<file path="config.mk">
export PLATFORM = sky130hd
export DESIGN_NAME = lsu_dccm_req
export DESIGN_NICKNAME = d
export VERILOG_FILES = /design/src/rtl/swerv_types.sv /design/src/rtl/lsu_dccm_wbuf.sv /design/src/rtl/lsu_dccm_req.sv
export SDC_FILE = /design/constraint.sdc
export NUM_CORES = 1
export LEC_CHECK = 0
export BUFFER_PORTS_ARGS = -buffer_cell sky130_fd_sc_hd__buf_2
export CORE_ASPECT_RATIO = 1.2
export CORE_MARGIN = 3
export CORE_UTILIZATION = 50
export CTS_CLUSTER_DIAMETER = 120
export DETAILED_ROUTE_END_ITERATION = 16
export PLACE_DENSITY = 0.82
export REMOVE_ABC_BUFFERS = 1
export SETUP_SLACK_MARGIN = 0.1
export SYNTH_ARGS = -nofsm -noshare
export SYNTH_HDL_FRONTEND = slang
export SYNTH_SLANG_ARGS = --single-unit
</file>
<file path="constraint.sdc">
create_clock -name clk -period 3.7 [get_ports clk]
set_clock_uncertainty 0.05 [all_clocks]
set_input_delay 0.74 -clock clk [delete_from_list [all_inputs] [get_ports clk]]
set_output_delay 0.74 -clock clk [all_outputs]
set_load 0.05 [all_outputs]
</file>
<file path="src/rtl/swerv_types.sv">
// Shared DCCM types and widths for the LSU DCCM requester (optional feature macro: RV_DCCM_WBUF_FWD_EN).
// Widths follow RV_DCCM_BITS / RV_DCCM_FDATA_WIDTH and fall back to a 64KB, 39-bit (32+7 ECC) DCCM.
`ifndef RV_DCCM_BITS
`define RV_DCCM_BITS 16
`endif
`ifndef RV_DCCM_FDATA_WIDTH
`define RV_DCCM_FDATA_WIDTH 39
`endif

package swerv_types;
   localparam int DCCM_ADDR_W     = `RV_DCCM_BITS;
   localparam int DCCM_DATA_W     = `RV_DCCM_FDATA_WIDTH;
   localparam int DCCM_WBUF_DEPTH = 4;

   typedef struct packed {
      logic [DCCM_ADDR_W-1:0] addr;
      logic [DCCM_DATA_W-1:0] data;
   } dccm_wbuf_entry_t;

   // Byte offset within the word is ignored when checking store/load overlap.
   function automatic logic word_match(input logic [DCCM_ADDR_W-1:0] a,
                                       input logic [DCCM_ADDR_W-1:0] b);
      return (a[DCCM_ADDR_W-1:2] == b[DCCM_ADDR_W-1:2]);
   endfunction
endpackage

</file>
<file path="src/rtl/lsu_dccm_wbuf.sv">
// DCCM store buffer: FIFO with wrap-bit pointers plus address compare against pending entries.
// With RV_DCCM_WBUF_FWD_EN it also returns the youngest matching entry's data for each half.
module lsu_dccm_wbuf
   import swerv_types::*;
#(
   parameter int DEPTH = DCCM_WBUF_DEPTH
) (
   input  logic                   clk,
   input  logic                   rst_l,
   input  logic                   push,
   input  logic                   pop,
   input  dccm_wbuf_entry_t       push_entry,
   input  logic [DCCM_ADDR_W-1:0] cmp_addr_lo,
   input  logic [DCCM_ADDR_W-1:0] cmp_addr_hi,
   output logic                   full,
   output logic                   empty,
   output dccm_wbuf_entry_t       head_entry,
   output logic                   hit_lo,
   output logic                   hit_hi
`ifdef RV_DCCM_WBUF_FWD_EN
   ,
   output logic [DCCM_DATA_W-1:0] hit_data_lo,
   output logic [DCCM_DATA_W-1:0] hit_data_hi
`endif
);
   localparam int IW = $clog2(DEPTH);
   localparam int PW = IW + 1;

   logic [PW-1:0]    wr_ptr_q, wr_ptr_d;
   logic [PW-1:0]    rd_ptr_q, rd_ptr_d;
   logic [PW-1:0]    count_s;
   dccm_wbuf_entry_t mem_q [DEPTH];
   dccm_wbuf_entry_t mem_d [DEPTH];

   assign count_s    = wr_ptr_q - rd_ptr_q;
   assign full       = (wr_ptr_q[IW] != rd_ptr_q[IW]) && (wr_ptr_q[IW-1:0] == rd_ptr_q[IW-1:0]);
   assign empty      = (wr_ptr_q == rd_ptr_q);
   assign head_entry = mem_q[rd_ptr_q[IW-1:0]];

   always_comb begin
      mem_d    = mem_q;
      wr_ptr_d = wr_ptr_q;
      rd_ptr_d = rd_ptr_q;
      if (push) begin
         mem_d[wr_ptr_q[IW-1:0]] = push_entry;
         wr_ptr_d = wr_ptr_q + PW'(1);
      end else begin
         wr_ptr_d = wr_ptr_q;
      end
      if (pop) begin
         rd_ptr_d = rd_ptr_q + PW'(1);
      end else begin
         rd_ptr_d = rd_ptr_q;
      end
   end

   // Walk from head to tail so the last match seen is the youngest.
   always_comb begin
      logic [IW-1:0] idx;
      idx    = '0;
      hit_lo = 1'b0;
      hit_hi = 1'b0;
`ifdef RV_DCCM_WBUF_FWD_EN
      hit_data_lo = '0;
      hit_data_hi = '0;
`endif
      for (int k = 0; k < DEPTH; k++) begin
         idx = rd_ptr_q[IW-1:0] + IW'(k);
         if (PW'(k) < count_s) begin
            if (word_match(mem_q[idx].addr, cmp_addr_lo)) begin
               hit_lo = 1'b1;
`ifdef RV_DCCM_WBUF_FWD_EN
               hit_data_lo = mem_q[idx].data;
`endif
            end
            if (word_match(mem_q[idx].addr, cmp_addr_hi)) begin
               hit_hi = 1'b1;
`ifdef RV_DCCM_WBUF_FWD_EN
               hit_data_hi = mem_q[idx].data;
`endif
            end
         end
      end
   end

   always_ff @(posedge clk or negedge rst_l) begin
      if (!rst_l) begin
         wr_ptr_q <= '0;
         rd_ptr_q <= '0;
         for (int i = 0; i < DEPTH; i++) mem_q[i] <= '0;
      end else begin
         wr_ptr_q <= wr_ptr_d;
         rd_ptr_q <= rd_ptr_d;
         mem_q    <= mem_d;
      end
   end
endmodule

</file>
<file path="src/rtl/lsu_dccm_req.sv">
// DCCM port requester: arbitrates LSU reads against store-buffer drains on the single-ported DCCM.
// Build option RV_DCCM_WBUF_FWD_EN forwards pending store data to hazard reads instead of stalling.
module lsu_dccm_req
   import swerv_types::*;
#(
   parameter int WBUF_DEPTH = DCCM_WBUF_DEPTH
) (
   input  logic                   clk,
   input  logic                   rst_l,
   input  logic                   lsu_freeze_dc3,
   input  logic                   rd_valid,
   output logic                   rd_ready,
   input  logic [DCCM_ADDR_W-1:0] rd_addr_lo,
   input  logic [DCCM_ADDR_W-1:0] rd_addr_hi,
   output logic                   rd_rsp_valid,
   output logic [DCCM_DATA_W-1:0] rd_rsp_data_lo,
   output logic [DCCM_DATA_W-1:0] rd_rsp_data_hi,
   input  logic                   wr_valid,
   output logic                   wr_ready,
   input  logic [DCCM_ADDR_W-1:0] wr_addr,
   input  logic [DCCM_DATA_W-1:0] wr_data,
   output logic                   wbuf_empty,
   output logic                   dccm_wren,
   output logic                   dccm_rden,
   output logic [DCCM_ADDR_W-1:0] dccm_wr_addr,
   output logic [DCCM_ADDR_W-1:0] dccm_rd_addr_lo,
   output logic [DCCM_ADDR_W-1:0] dccm_rd_addr_hi,
   output logic [DCCM_DATA_W-1:0] dccm_wr_data,
   input  logic [DCCM_DATA_W-1:0] dccm_rd_data_lo,
   input  logic [DCCM_DATA_W-1:0] dccm_rd_data_hi
);
   logic             full_s, empty_s, push_s, pop_s;
   logic             hit_lo_s, hit_hi_s, stall_hazard_s;
   logic             rsp_valid_q, rsp_valid_d;
   dccm_wbuf_entry_t push_entry_s, head_entry_s;

   assign wr_ready        = !full_s;
   assign push_s          = wr_valid && !full_s;
   assign wbuf_empty      = empty_s;
   assign push_entry_s    = '{addr: wr_addr, data: wr_data};
   assign dccm_wr_addr    = head_entry_s.addr;
   assign dccm_wr_data    = head_entry_s.data;
   assign dccm_rd_addr_lo = rd_addr_lo;
   assign dccm_rd_addr_hi = rd_addr_hi;
   assign rd_rsp_valid    = rsp_valid_q;

`ifdef RV_DCCM_WBUF_FWD_EN
   logic [DCCM_DATA_W-1:0] hit_data_lo_s, hit_data_hi_s;
`endif

   lsu_dccm_wbuf #(.DEPTH(WBUF_DEPTH)) u_wbuf (
      .clk         (clk),
      .rst_l       (rst_l),
      .push        (push_s),
      .pop         (pop_s),
      .push_entry  (push_entry_s),
      .cmp_addr_lo (rd_addr_lo),
      .cmp_addr_hi (rd_addr_hi),
      .full        (full_s),
      .empty       (empty_s),
      .head_entry  (head_entry_s),
      .hit_lo      (hit_lo_s),
      .hit_hi      (hit_hi_s)
`ifdef RV_DCCM_WBUF_FWD_EN
      ,
      .hit_data_lo (hit_data_lo_s),
      .hit_data_hi (hit_data_hi_s)
`endif
   );

   // Port arbitration: a full buffer must drain so a stalled hazard read always makes progress.
   always_comb begin
      rd_ready  = 1'b0;
      dccm_wren = 1'b0;
      dccm_rden = 1'b0;
      pop_s     = 1'b0;
      if (lsu_freeze_dc3) begin
         pop_s = 1'b0;
      end else if (full_s) begin
         pop_s     = 1'b1;
         dccm_wren = 1'b1;
      end else if (rd_valid && !stall_hazard_s) begin
         rd_ready  = 1'b1;
         dccm_rden = 1'b1;
      end else if (!empty_s) begin
         pop_s     = 1'b1;
         dccm_wren = 1'b1;
      end else begin
         pop_s = 1'b0;
      end
   end

   assign rsp_valid_d = rd_ready;

   always_ff @(posedge clk or negedge rst_l) begin
      if (!rst_l) rsp_valid_q <= 1'b0;
      else        rsp_valid_q <= rsp_valid_d;
   end

`ifdef RV_DCCM_WBUF_FWD_EN
   logic                   fwd_lo_sel_q, fwd_lo_sel_d, fwd_hi_sel_q, fwd_hi_sel_d;
   logic [DCCM_DATA_W-1:0] fwd_lo_data_q, fwd_lo_data_d, fwd_hi_data_q, fwd_hi_data_d;

   assign stall_hazard_s = 1'b0;

   // Capture forwarded data at accept; the compare sees the head even if it drains this cycle.
   always_comb begin
      fwd_lo_sel_d  = rd_ready && hit_lo_s;
      fwd_hi_sel_d  = rd_ready && hit_hi_s;
      fwd_lo_data_d = fwd_lo_data_q;
      fwd_hi_data_d = fwd_hi_data_q;
      if (rd_ready && hit_lo_s) fwd_lo_data_d = hit_data_lo_s;
      else                      fwd_lo_data_d = fwd_lo_data_q;
      if (rd_ready && hit_hi_s) fwd_hi_data_d = hit_data_hi_s;
      else                      fwd_hi_data_d = fwd_hi_data_q;
   end

   always_ff @(posedge clk or negedge rst_l) begin
      if (!rst_l) begin
         fwd_lo_sel_q  <= 1'b0;
         fwd_hi_sel_q  <= 1'b0;
         fwd_lo_data_q <= '0;
         fwd_hi_data_q <= '0;
      end else begin
         fwd_lo_sel_q  <= fwd_lo_sel_d;
         fwd_hi_sel_q  <= fwd_hi_sel_d;
         fwd_lo_data_q <= fwd_lo_data_d;
         fwd_hi_data_q <= fwd_hi_data_d;
      end
   end

   assign rd_rsp_data_lo = fwd_lo_sel_q ? fwd_lo_data_q : dccm_rd_data_lo;
   assign rd_rsp_data_hi = fwd_hi_sel_q ? fwd_hi_data_q : dccm_rd_data_hi;
`else
   assign stall_hazard_s = hit_lo_s || hit_hi_s;
   assign rd_rsp_data_lo = dccm_rd_data_lo;
   assign rd_rsp_data_hi = dccm_rd_data_hi;
`endif
endmodule

</file>
==> out/metrics.yaml <==
grt_pass1_wl_um: 56500
run_status: "finished with violations"
slew_viol_final: 0
ctsLongestPathBuffers: 3
yosysUniqueCellTypes: 40
wl_per_cell_um: 28.11
setup_viol: 3
worstSkewPairLatency_ns: 0.52
die_h_um: 183.7
max_stage_delay_ns: 0.55
timing.fmax_ghz: 0.2453
grt_pass1_vias: 8637
synth_area_leaders: "dfrtp_1 43%, mux2_2 19%, mux4_2 16%"
max_slew_margin_pct: 50.28
grt_max_degree: 102
drc: 0
violations: "negative setup slack"
yosysTopAreaCell: "dfrtp_1"
crit_fanout: 9
hold_ws_ns: 0.2122
arrival_ns: 3.29
worstPathCellList: "ha_4 -> buf_12 -> mux4_2 -> xnor2_2 -> nand4_1 -> nor4_4 -> a21oi_2 -> nand4_4 -> o31ai_4 -> inv_2 -> buf_8"
dieArea_um2: 28300
root_buffer: "clkbuf_16"
start_util_pct: 51.17
die_w_um: 154.1
synth.cell_area_um2: 13150
final_util_pct: 58.67
htreeDepth: 1
first_pass_iters: 5
hold_class: "in2async"
io_pins: 341
netlist.area_leader.share_pct: 43.18
coreArea_um2: 25700
drtIter0Drc: 355
ant_nets: 0
grt_setup_unrepaired: "yes"
num_antenna_cells: 0
drive_above_1_share_pct: 61.45
hold_viol: 0
endpoint_kind: "primary output"
cts_buffers: 25
grt_use_total_pct: 26.64
syn_inst: 910
synthArstFlopShare_pct: 100.0
grt_overflow: 0
cp-start-kind: "flop"
io_buffers: 176
antenna_found_initial: 4
finalCritPeriodShare_pct: 110.2
path_class: "reg2out"
final_cell_area_um2: 15080
avgSynthCellArea_um2: 14.45
ys_ff_latch: 227
slowest_stage: "mux4_2"
seq_area_frac_synth_pct: 43.18
yosys_warnings: 0
tightest_slew_ns: 0.7458
holdBufCountCts: 0
critPathRequiredTime_ns: 2.91
cts.sinks: 227
ys.flop_type: "dfrtp_1"
placed_area_um2: 13750
gp_congestion: 0.9905
detailroute.via_count: 8181
cts.clk_slew.worst_paths_ns: 0.06
cts_tree: "built"
maxCapViolCount: 0
fillCellCount: 1982
worst_slack_ns: -0.3770
area_delta_synth_final_pct: 14.66
nNetsFinal: 1183
post-dp-hpwl_um: 27840
synth-edff-count: 0
rows: 64
vias_per_cell: 6.051
wirelength_um: 38000
period_needed_ns: 4.077
## sequential cells by signal, indices dropped and copies added, names as in the netlist
name             count
u_wbuf.mem_q       220
u_wbuf.rd_ptr_q      3
u_wbuf.wr_ptr_q      3
rd_rsp_valid         1
## cell usage after synthesis, types with 2 or more instances
| cell | number |
|---|---|
| nand4_1 | 20 |
| nor4_1 | 9 |
| nand2_1 | 8 |
| xor2_1 | 26 |
| nor4_2 | 2 |
| dfrtp_1 | 227 |
| buf_2 | 13 |
| clkbuf_1 | 30 |
| nor2_1 | 3 |
| mux4_2 | 94 |
| mux2i_1 | 2 |
| ha_1 | 7 |
| mux2i_4 | 4 |
| buf_12 | 2 |
| xnor2_1 | 93 |
| nor2b_1 | 3 |
| nand3_1 | 4 |
| inv_1 | 5 |
| nor3_1 | 2 |
| mux2_2 | 220 |
| buf_1 | 2 |
| buf_4 | 115 |
| buf_6 | 2 |
## worst max-delay path, delay by kind of cell (launching register included)
kind / cells / cell delay, ns
simple gates: 3 / 0.66
mux: 1 / 0.55
flops: 1 / 0.50
buf+inv: 3 / 0.36
fa+ha+maj: 1 / 0.32
xor+xnor: 1 / 0.19
compound gates: 2 / 0.19
## stage by stage
step	setup slack, ns	std cells	TNS [ns]
floorplan	-6.140	745	-763.93
global placement	-0.1396	1290	-0.3723
detailed placement	-0.1336	1290	-0.3735
CTS	-0.3985	1352	-1.132
global route	-0.5240	1352	-1.434
finish	-0.3770	1352	-1.077
## placed cells by master (no fill, tap or decap), drive strengths merged
| master | count |
|---|---|
| nand2 | 8 |
| ha | 7 |
| clkinvlp | 1 |
| nand4 | 21 |
| fa | 1 |
| nor3 | 3 |
| nor2b | 3 |
| mux2i | 6 |
| xnor2 | 93 |
| mux2 | 221 |
| nor2 | 3 |
| nand3 | 4 |
| xor3 | 1 |
| bufinv | 4 |
| clkinv | 5 |
| mux4 | 95 |
| buf | 230 |
| o31a | 1 |
| a21oi | 2 |
| o21bai | 1 |
| o21ai | 1 |
| a2bb2oi | 1 |
| clkbuf | 32 |
| o31ai | 1 |
| nor4 | 11 |
| xor2 | 26 |
| bufbuf | 3 |
| o311ai | 1 |
| inv | 8 |
| dfrtp | 227 |
| a31oi | 1 |
## timing repair
| item | CTS | global route |
|---|---|---|
| gates cloned | 3 | 0 |
| pin swaps | 10 | 4 |
| endpoints found under the setup margin | 29 | 3 |
| endpoints found under the hold margin | 0 | 0 |
| buffers inserted | 15 | 0 |
| gates resized for setup | 29 | 12 |
## logic make-up after synthesis
kind of cell / synth area share (%)
muxes: 36.08
DFF: 43.18
and+or+nand+nor: 2.426
adders and majority gates: 0.8180
buffers and inverters: 8.732
AOI/OAI and AO/OA: 0.6563
xor gates and xnor gates: 8.104
## per-layer routing
layer | global-route usage [%] | share of wire [%] | vias up
met2 | 38.69 | 43 | 483
met1 | 33.20 | 38 | 4180
met5 | 10.03 | 1.1 | -
met4 | 5.548 | 2.2 | 22
li1 | - | - | 3424
met3 | 16.98 | 16 | 72
## final timing paths
path	slack, ns	to	cells past startpoint	startpoint
max	-0.38	dccm_wren	11	u_wbuf.rd_ptr_q[0]
max reg2reg	0.47	u_wbuf.rd_ptr_q[1]	12	u_wbuf.rd_ptr_q[0]
min reg2reg	0.45	u_wbuf.mem_q[93]	1	u_wbuf.mem_q[93]
min	0.21	u_wbuf.mem_q[20]	1	rst_l
min in group clk	0.38	rd_rsp_valid	2	lsu_freeze_dc3
max in group asynchronous	2.46	u_wbuf.mem_q[122]	2	rst_l
## area by class of cell
cell class / count / area (um^2) / share of cell area [%]
timing repair buffer: 233 / 1593 / 10.56
tap: 330 / 412.9 / 2.738
multi-input combinational: 512 / 6486 / 43.01
inverter: 6 / 22.52 / 0.1493
clock buffer: 32 / 701.9 / 4.654
sequential: 227 / 5688 / 37.71
clock inverter: 12 / 177.7 / 1.178
Power is not shown: default switching activity piles up to over one toggle a cycle in this logic, so the estimate is an artifact.
